[config.mk]
export PLATFORM = sky130hd
export DESIGN_NAME = rv_regfile
export DESIGN_NICKNAME = d
export VERILOG_FILES = /design/src/rtl/rv32.sv /design/src/rtl/rv_regfile.sv
export SDC_FILE = /design/constraint.sdc
export NUM_CORES = 1
export LEC_CHECK = 0
export ABC_AREA = 0
export CAP_MARGIN = 10
export CORE_MARGIN = 2
export CORE_UTILIZATION = 30
export CTS_CLUSTER_SIZE = 20
export DETAILED_ROUTE_END_ITERATION = 6
export SYNTH_ARGS = -nofsm -noshare
export SYNTH_HDL_FRONTEND = slang
export SYNTH_SLANG_ARGS = --single-unit
[constraint.sdc]
create_clock -name clk -period 6 [get_ports clk]
set_input_delay 0.9 -clock clk [delete_from_list [all_inputs] [get_ports clk]]
set_output_delay 0.9 -clock clk [all_outputs]
set_load 0.005 [all_outputs]
[src/rtl/rv32.sv]
// Core-wide constants for the rv32 integer datapath.
package rv32;
    localparam int XLEN           = 32;
    localparam int REG_ADDR_WIDTH = 5;
endpackage

[src/rtl/rv_regfile.sv]
// Integer register file: NUM_READ registered read ports, one write port, x0 hardwired to zero,
// optional write-to-read bypass and a post-reset clear sweep gating the ready output.
module rv_regfile #(
    parameter int XLEN           = rv32::XLEN,
    parameter int REG_ADDR_WIDTH = rv32::REG_ADDR_WIDTH,
    parameter int NUM_READ       = 2,
    parameter int BYPASS         = 1,
    parameter int ZERO_ON_RESET  = 1
) (
    input  logic                               clk,
    input  logic                               rst,
    output logic                               ready,
    input  logic [NUM_READ-1:0]                rd_en,
    input  logic [NUM_READ*REG_ADDR_WIDTH-1:0] rd_addr,
    output logic [NUM_READ*XLEN-1:0]           rd_data,
    input  logic                               we,
    input  logic [REG_ADDR_WIDTH-1:0]          wr_addr,
    input  logic [XLEN-1:0]                    wr_data
);
    localparam int RAW       = REG_ADDR_WIDTH;
    localparam int REG_COUNT = 2 ** RAW;

    typedef enum logic [1:0] {
        ST_CLEAR,
        ST_INIT,
        ST_READY
    } state_t;

    localparam state_t         RST_STATE = (ZERO_ON_RESET != 0) ? ST_CLEAR : ST_INIT;
    localparam logic [RAW-1:0] PTR_FIRST = RAW'(1);
    localparam logic [RAW-1:0] PTR_LAST  = '1;

    state_t         r_state;
    state_t         w_state_next;
    logic [RAW-1:0] r_ptr;
    logic [RAW-1:0] w_ptr_next;

    // Entry 0 is never written or read; x0 is produced as a constant on the read side.
    logic [XLEN-1:0] r_mem [REG_COUNT];

    logic            w_wr_fire;
    logic            w_mem_we;
    logic [RAW-1:0]  w_mem_addr;
    logic [XLEN-1:0] w_mem_data;

    assign ready     = (r_state == ST_READY);
    assign w_wr_fire = ready && we && (wr_addr != '0);

    always_ff @(posedge clk) begin
        if (rst) begin
            r_state <= RST_STATE;
            r_ptr   <= PTR_FIRST;
        end else begin
            r_state <= w_state_next;
            r_ptr   <= w_ptr_next;
        end
    end

    always_comb begin
        w_state_next = r_state;
        w_ptr_next   = r_ptr;
        case (r_state)
            ST_CLEAR: begin
                w_ptr_next = r_ptr + 1'b1;
                if (r_ptr == PTR_LAST) begin
                    w_state_next = ST_READY;
                end
            end
            ST_INIT:  w_state_next = ST_READY;
            ST_READY: w_state_next = ST_READY;
            default:  w_state_next = RST_STATE;
        endcase
    end

    // The sweep and the user write share the single array write port; they are mutually exclusive.
    always_comb begin
        w_mem_we   = !rst && ((r_state == ST_CLEAR) || w_wr_fire);
        w_mem_addr = (r_state == ST_CLEAR) ? r_ptr : wr_addr;
        w_mem_data = (r_state == ST_CLEAR) ? '0 : wr_data;
    end

    always_ff @(posedge clk) begin
        if (w_mem_we) begin
            r_mem[w_mem_addr] <= w_mem_data;
        end
    end

    genvar gi;
    generate
        for (gi = 0; gi < NUM_READ; gi++) begin : g_rd
            logic [RAW-1:0]  w_addr;
            logic [XLEN-1:0] r_data;

            assign w_addr = rd_addr[gi*RAW +: RAW];

            always_ff @(posedge clk) begin
                if (rst || !ready) begin
                    r_data <= '0;
                end else if (rd_en[gi]) begin
                    if (w_addr == '0) begin
                        r_data <= '0;
                    end else if ((BYPASS != 0) && w_wr_fire && (wr_addr == w_addr)) begin
                        r_data <= wr_data;
                    end else begin
                        r_data <= r_mem[w_addr];
                    end
                end
            end

            assign rd_data[gi*XLEN +: XLEN] = r_data;
        end
    endgenerate

endmodule
Word level (Yosys, flattened, before mapping)
Memories as Yosys holds them, arrays and structs flattened.
Cells that the tools add are included.

cells by class
  add/sub/neg operators = 1
  equality and inequality tests = 6
  reduce and logical (&&, ||, !) cells = 14
  muxes and demuxes = 10

operators by type and width
  cell                   count
  $mux W32               5
  $eq A5 B5 Y1           2
  $logic_not A5 Y1       2
  $add A5 B1 Y5 const B  1
  $eq A5 B5 Y1 const B   1
  $logic_and A1 B1 Y1    5
  $mux W5                1
  $reduce_bool A5 Y1     1
  $pmux W2 S2            1
  $eq A2 B1 Y1 const B   1
  $eq A2 B2 Y1 const B   1
  $logic_not A1 Y1       2
  $logic_not A2 Y1       1
  $logic_or A1 B1 Y1     2
  $mux W1                2
  $mux W2                1
  $ne A2 B2 Y1 const B   1
  $reduce_or A2 Y1       1

storage, ports and cells
  register bits after elaboration = 71
  logic and storage cells = 36
  memory bits (writable) = 1024
  output and inout bits = 65
  memories = 1

memory list
  memory  words  width  rd ports  clocked after memory_dff  wr ports  RTL line          source
  r_mem   32     32     2         0                         1         rv_regfile.sv:39  logic [XLEN-1:0] r_mem [REG_COUNT];

Depth between registers and ports, before layout
  depth after elaboration = 7
  mapped depth = 8
  gate-level depth less buffers = 5

Worst setup path before layout
No wires, ideal clock.

  path kind = in2reg
  from = in wr_addr[2]
  to = mem r_mem[17][0], enable pin
  library setup time = 0.421 ns
  data required time = 5.579 ns
  stages on the path = 4
  data arrival time = 2.854 ns
  path buffers = 0
  setup slack = 2.725 ns
  cell sequence = mux2i_1 > nor2b_1 > nand2_1 > nor2_1

between the ends
  longest elaborated chain between the ends = 6
  elaborated cells on any way between the ends = 7
  those cells by class = 3 x mux; 4 x reduce/logical

ends and longest elaborated chain
  element                        RTL line          source
  from (decl)                    rv_regfile.sv:17  input logic [REG_ADDR_WIDTH-1:0] wr_addr,
  $reduce_bool A5 Y1             rv_regfile.sv:47  assign w_wr_fire = ready && we && (wr_addr != '0);
  $logic_and A1 B1 Y1            rv_regfile.sv:47
  $logic_or A1 B1 Y1             rv_regfile.sv:77  w_mem_we = !rst && ((r_state == ST_CLEAR) || w_wr_fire);
  $logic_and A1 B1 Y1            rv_regfile.sv:77
  $mux W1                        rv_regfile.sv:83  if (w_mem_we) begin
  $mux W1 (implied by the code)  rv_regfile.sv:84  r_mem[w_mem_addr] <= w_mem_data;
  to (decl)                      rv_regfile.sv:39

Parallel ways exist; a longest one is shown, timed or not.

Worst setup path in the final report
  from = reg r_state[1]
  to = mem r_mem[14][14], enable pin

between the ends
  longest elaborated chain between the ends = 7
  elaborated cells on any way between the ends = 9
  those cells by class = 1 x eq/ne; 3 x mux; 5 x reduce/logical

ends and longest elaborated chain
  element                           RTL line          source
  from (decl)                       rv_regfile.sv:33  state_t r_state;
  from (signal assigned)            rv_regfile.sv:54  r_state <= w_state_next;
  $eq A2 B2 Y1                      rv_regfile.sv:46  assign ready = (r_state == ST_READY);
  $logic_and A1 B1 Y1 (2 in a row)  rv_regfile.sv:47
  $logic_or A1 B1 Y1                rv_regfile.sv:77
  $logic_and A1 B1 Y1               rv_regfile.sv:77
  $mux W1                           rv_regfile.sv:83
  $mux W1 (implied by the code)     rv_regfile.sv:84

Parallel ways exist; a longest one is shown, timed or not.

==> reports/qor.yml <==
cts:
  cts_max_level: 3
  clock_sinks: 1094
  cts_setup_buffers: 0
  cts_tree: "done"
  cts-buffers-inserted: 116
  hold_buffers: 0
  clk_latency_ns: 0.74
  cts_resized: 0
  clk_pin_slew_ns: 0.06
  clockBufferDepth: 3
  cts-root-buf: "clkbuf_16"
grt:
  grt_pass1_vias: 29800
  track_usage: 0.183
  overflow: 0
  grt_start_max_net_pins: 96
  antenna_found_initial: 3
  grt_first_pass_wirelength_um: 223000
min_path:
  min_path_type: "register to register"
placement:
  numPortBuffers: 116
  gp_congestion: 0.794
  dpl_cell_area_um2: 54400
  dpl.hpwl_um: 94900
yosys:
  syn_area_um2: 50300
  syn_avg_cell_area_um2: 18.2
  synth_ff_type: "edfxtp_1"
  postSynth.asyncResetShare: 0
  synth_edf_count: 1024
  ys_warn_count: 0
  synth-seq-cells: 1094
  syn_inst: 2764
  ys_seq_area_frac: 0.639
  synth_cell_type_count: 36
  syn-num-nets: 2818
route:
  routed_wl_um: 159000
  vias: 29400
  drc: 0
  post_drt_wl_per_cell_um: 30.7
  drtIter0Drc: 3533
  postRouteAntennaNets: 0
  drt-vias-per-instance: 5.69
  dr.pass1.iters: 5
timing:
  timing.fmax_mhz: 262
  timing.final.max_slew_violations: 0
  rsz0062_at_grt: "no"
  hold_slack_ns: 0.511
  setup_viol: 0
  setup_tns_ns: 0
  slew_headroom: 0.143
  hold_viol: 0
  fin_crit_ns: 3.81
  finClkSkew_ns: 0.0366
  tightest_slew_ns: 1.28
  min_period_over_period: 0.635
pwr:
  peakVddDrop_mv: 0.205
  p_per_area_nw_per_um2: 290
  p_leak_nw: 18.3
setup_path:
  path_class: "register to register"
  crit_required_ns: 6.38
  crit_arrival_ns: 4.19
  cp_cell_sequence: "buf_4 > mux2i_1 > nor2b_1 > nand2_1 > nor2_4 > buf_4"
  worst-path-max-fanout: 39
  slowest_delay_ns: 0.81
  crit_path_end_kind: "register"
  critPathMostFrequentCell: "buf_4"
  cp-start-kind: "register"
  cpMaxStageDelayCell: "nor2_4"
die:
  fp.coreArea_um2: 167000
  die_y_um: 413
  dieArea_um2: 171000
  start_util: 0.301
  die_w_um: 413
  num_io_pins: 117
  row_count: 150
finish:
  finalInstanceArea_um2: 58400
  drive_gt1_frac: 0.268
  nNetsFinal: 2913
  syn_to_final_growth_pct: 16.2
status:
  status: "finished clean"
job:
  maxCapViolations: 0
## routing by layer
metal	track usage	wire, um	share of wire
met4	0.0599	5130	0.032
met1	0.244	64100	0.40
met5	0	13	0.000082
met3	0.0297	12000	0.076
met2	0.304	77500	0.49
## layout make-up
type / instances / area, um^2
diodes: 1 / 2.50
clock buffers: 147 / 3180
clock inverters: 72 / 803
fillers: 15400 / 108000
inverters: 3 / 11.3
multi-input cells: 1433 / 17400
flip-flops and latches: 1094 / 32200
well taps: 2204 / 2760
repair buffers: 211 / 2080
## cell usage after synthesis (36+ instances only)
| library cell | number | area share |
|---|---|---|
| edfxtp_1 | 1024 | 0.61 |
| mux4_2 | 384 | 0.17 |
| mux2i_1 | 262 | 0.052 |
| a221oi_1 | 192 | 0.033 |
| a22oi_1 | 192 | 0.029 |
| clkbuf_1 | 141 | 0.011 |
| buf_2 | 79 | 0.0079 |
| nand2_1 | 78 | 0.0058 |
| dfxtp_1 | 70 | 0.028 |
| nand3_1 | 69 | 0.0069 |
| o21a_1 | 64 | 0.0096 |
| o211ai_2 | 60 | 0.015 |
| nor2_1 | 46 | 0.0034 |
| and2_1 | 36 | 0.0045 |
## worst paths after layout
kind	endpoint	from	cells past startpoint	slack, ns
hold reg to reg	g_rd[1].r_data[24]$_SDFFE_PP0P_	g_rd[1].r_data[24]$_SDFFE_PP0P_	2	0.51
setup reg to reg	r_mem[14][14]$_DFFE_PP_	r_state[1]$_SDFFE_PP0P_	6	2.19
setup / recovery	r_mem[14][14]$_DFFE_PP_	r_state[1]$_SDFFE_PP0P_	6	2.19
hold / removal	g_rd[1].r_data[24]$_SDFFE_PP0P_	g_rd[1].r_data[24]$_SDFFE_PP0P_	2	0.51
## critical path, delay by kind of cell, from the launching register on
kind          cells  cell delay [ns]
simple gates      3             1.31
buf+inv           2             1.12
flops             1             0.52
mux               1             0.48
## cells in the final DEF, fill, tap and decap left out, types with 3 or more instances in the layout
cell type,n
a221oi_1,192
a22oi_1,192
and2_1,32
and2_2,4
buf_12,13
buf_2,4
buf_4,78
buf_8,7
bufinv_16,15
clkbuf_1,18
clkbuf_16,119
clkbuf_8,10
clkdlybuf4s50_1,108
clkinv_1,16
clkinv_2,22
clkinv_4,3
clkinvlp_4,10
dfxtp_1,69
edfxtp_1,1024
mux2i_1,262
mux4_2,384
nand2_1,78
nand3_1,69
nor2_1,8
nor2_4,38
nor2b_1,4
nor2b_4,6
o211ai_1,4
o211ai_2,60
o21a_1,64
o21ai_0,3
xnor2_1,11
## flip-flops by register name (all words and copies together), names as in the netlist
name and count:
g_rd.r_data 64, r_mem 1024, r_ptr 5, r_state 1
## power by group
group	leakage, nW	switching [W]	internal, W
Combinational	6.83	0.000698	0.000482
Sequential	9.52	0.0000298	0.00830
Clock	1.94	0.00306	0.00440
## logic make-up after synthesis
logic type	count (synthesis)	share of synthesized area
AOI/OAI and AO/OA	517	0.0880
xor gates and xnor gates	13	0.00226
adders and majority gates	2	0.000497
buffers and inverters	237	0.0211
DFF	1094	0.639
muxes	647	0.224
and+or+nand+nor	254	0.0247
## per-stage QoR
step	power, W	utilization	std cells	worst slack [ns]
5_1_grt	0.0174	0.350	5164	2.01
6_report	0.0170	0.350	5165	2.19
4_1_cts	0.0171	0.350	5160	2.22
2_1_floorplan	0.00925	-	2764	2.72
3_3_place_gp	0.00966	0.326	4941	1.62
3_5_place_dp	0.00967	0.326	4941	1.57
Note: power is estimated with default switching activity, not from simulation.
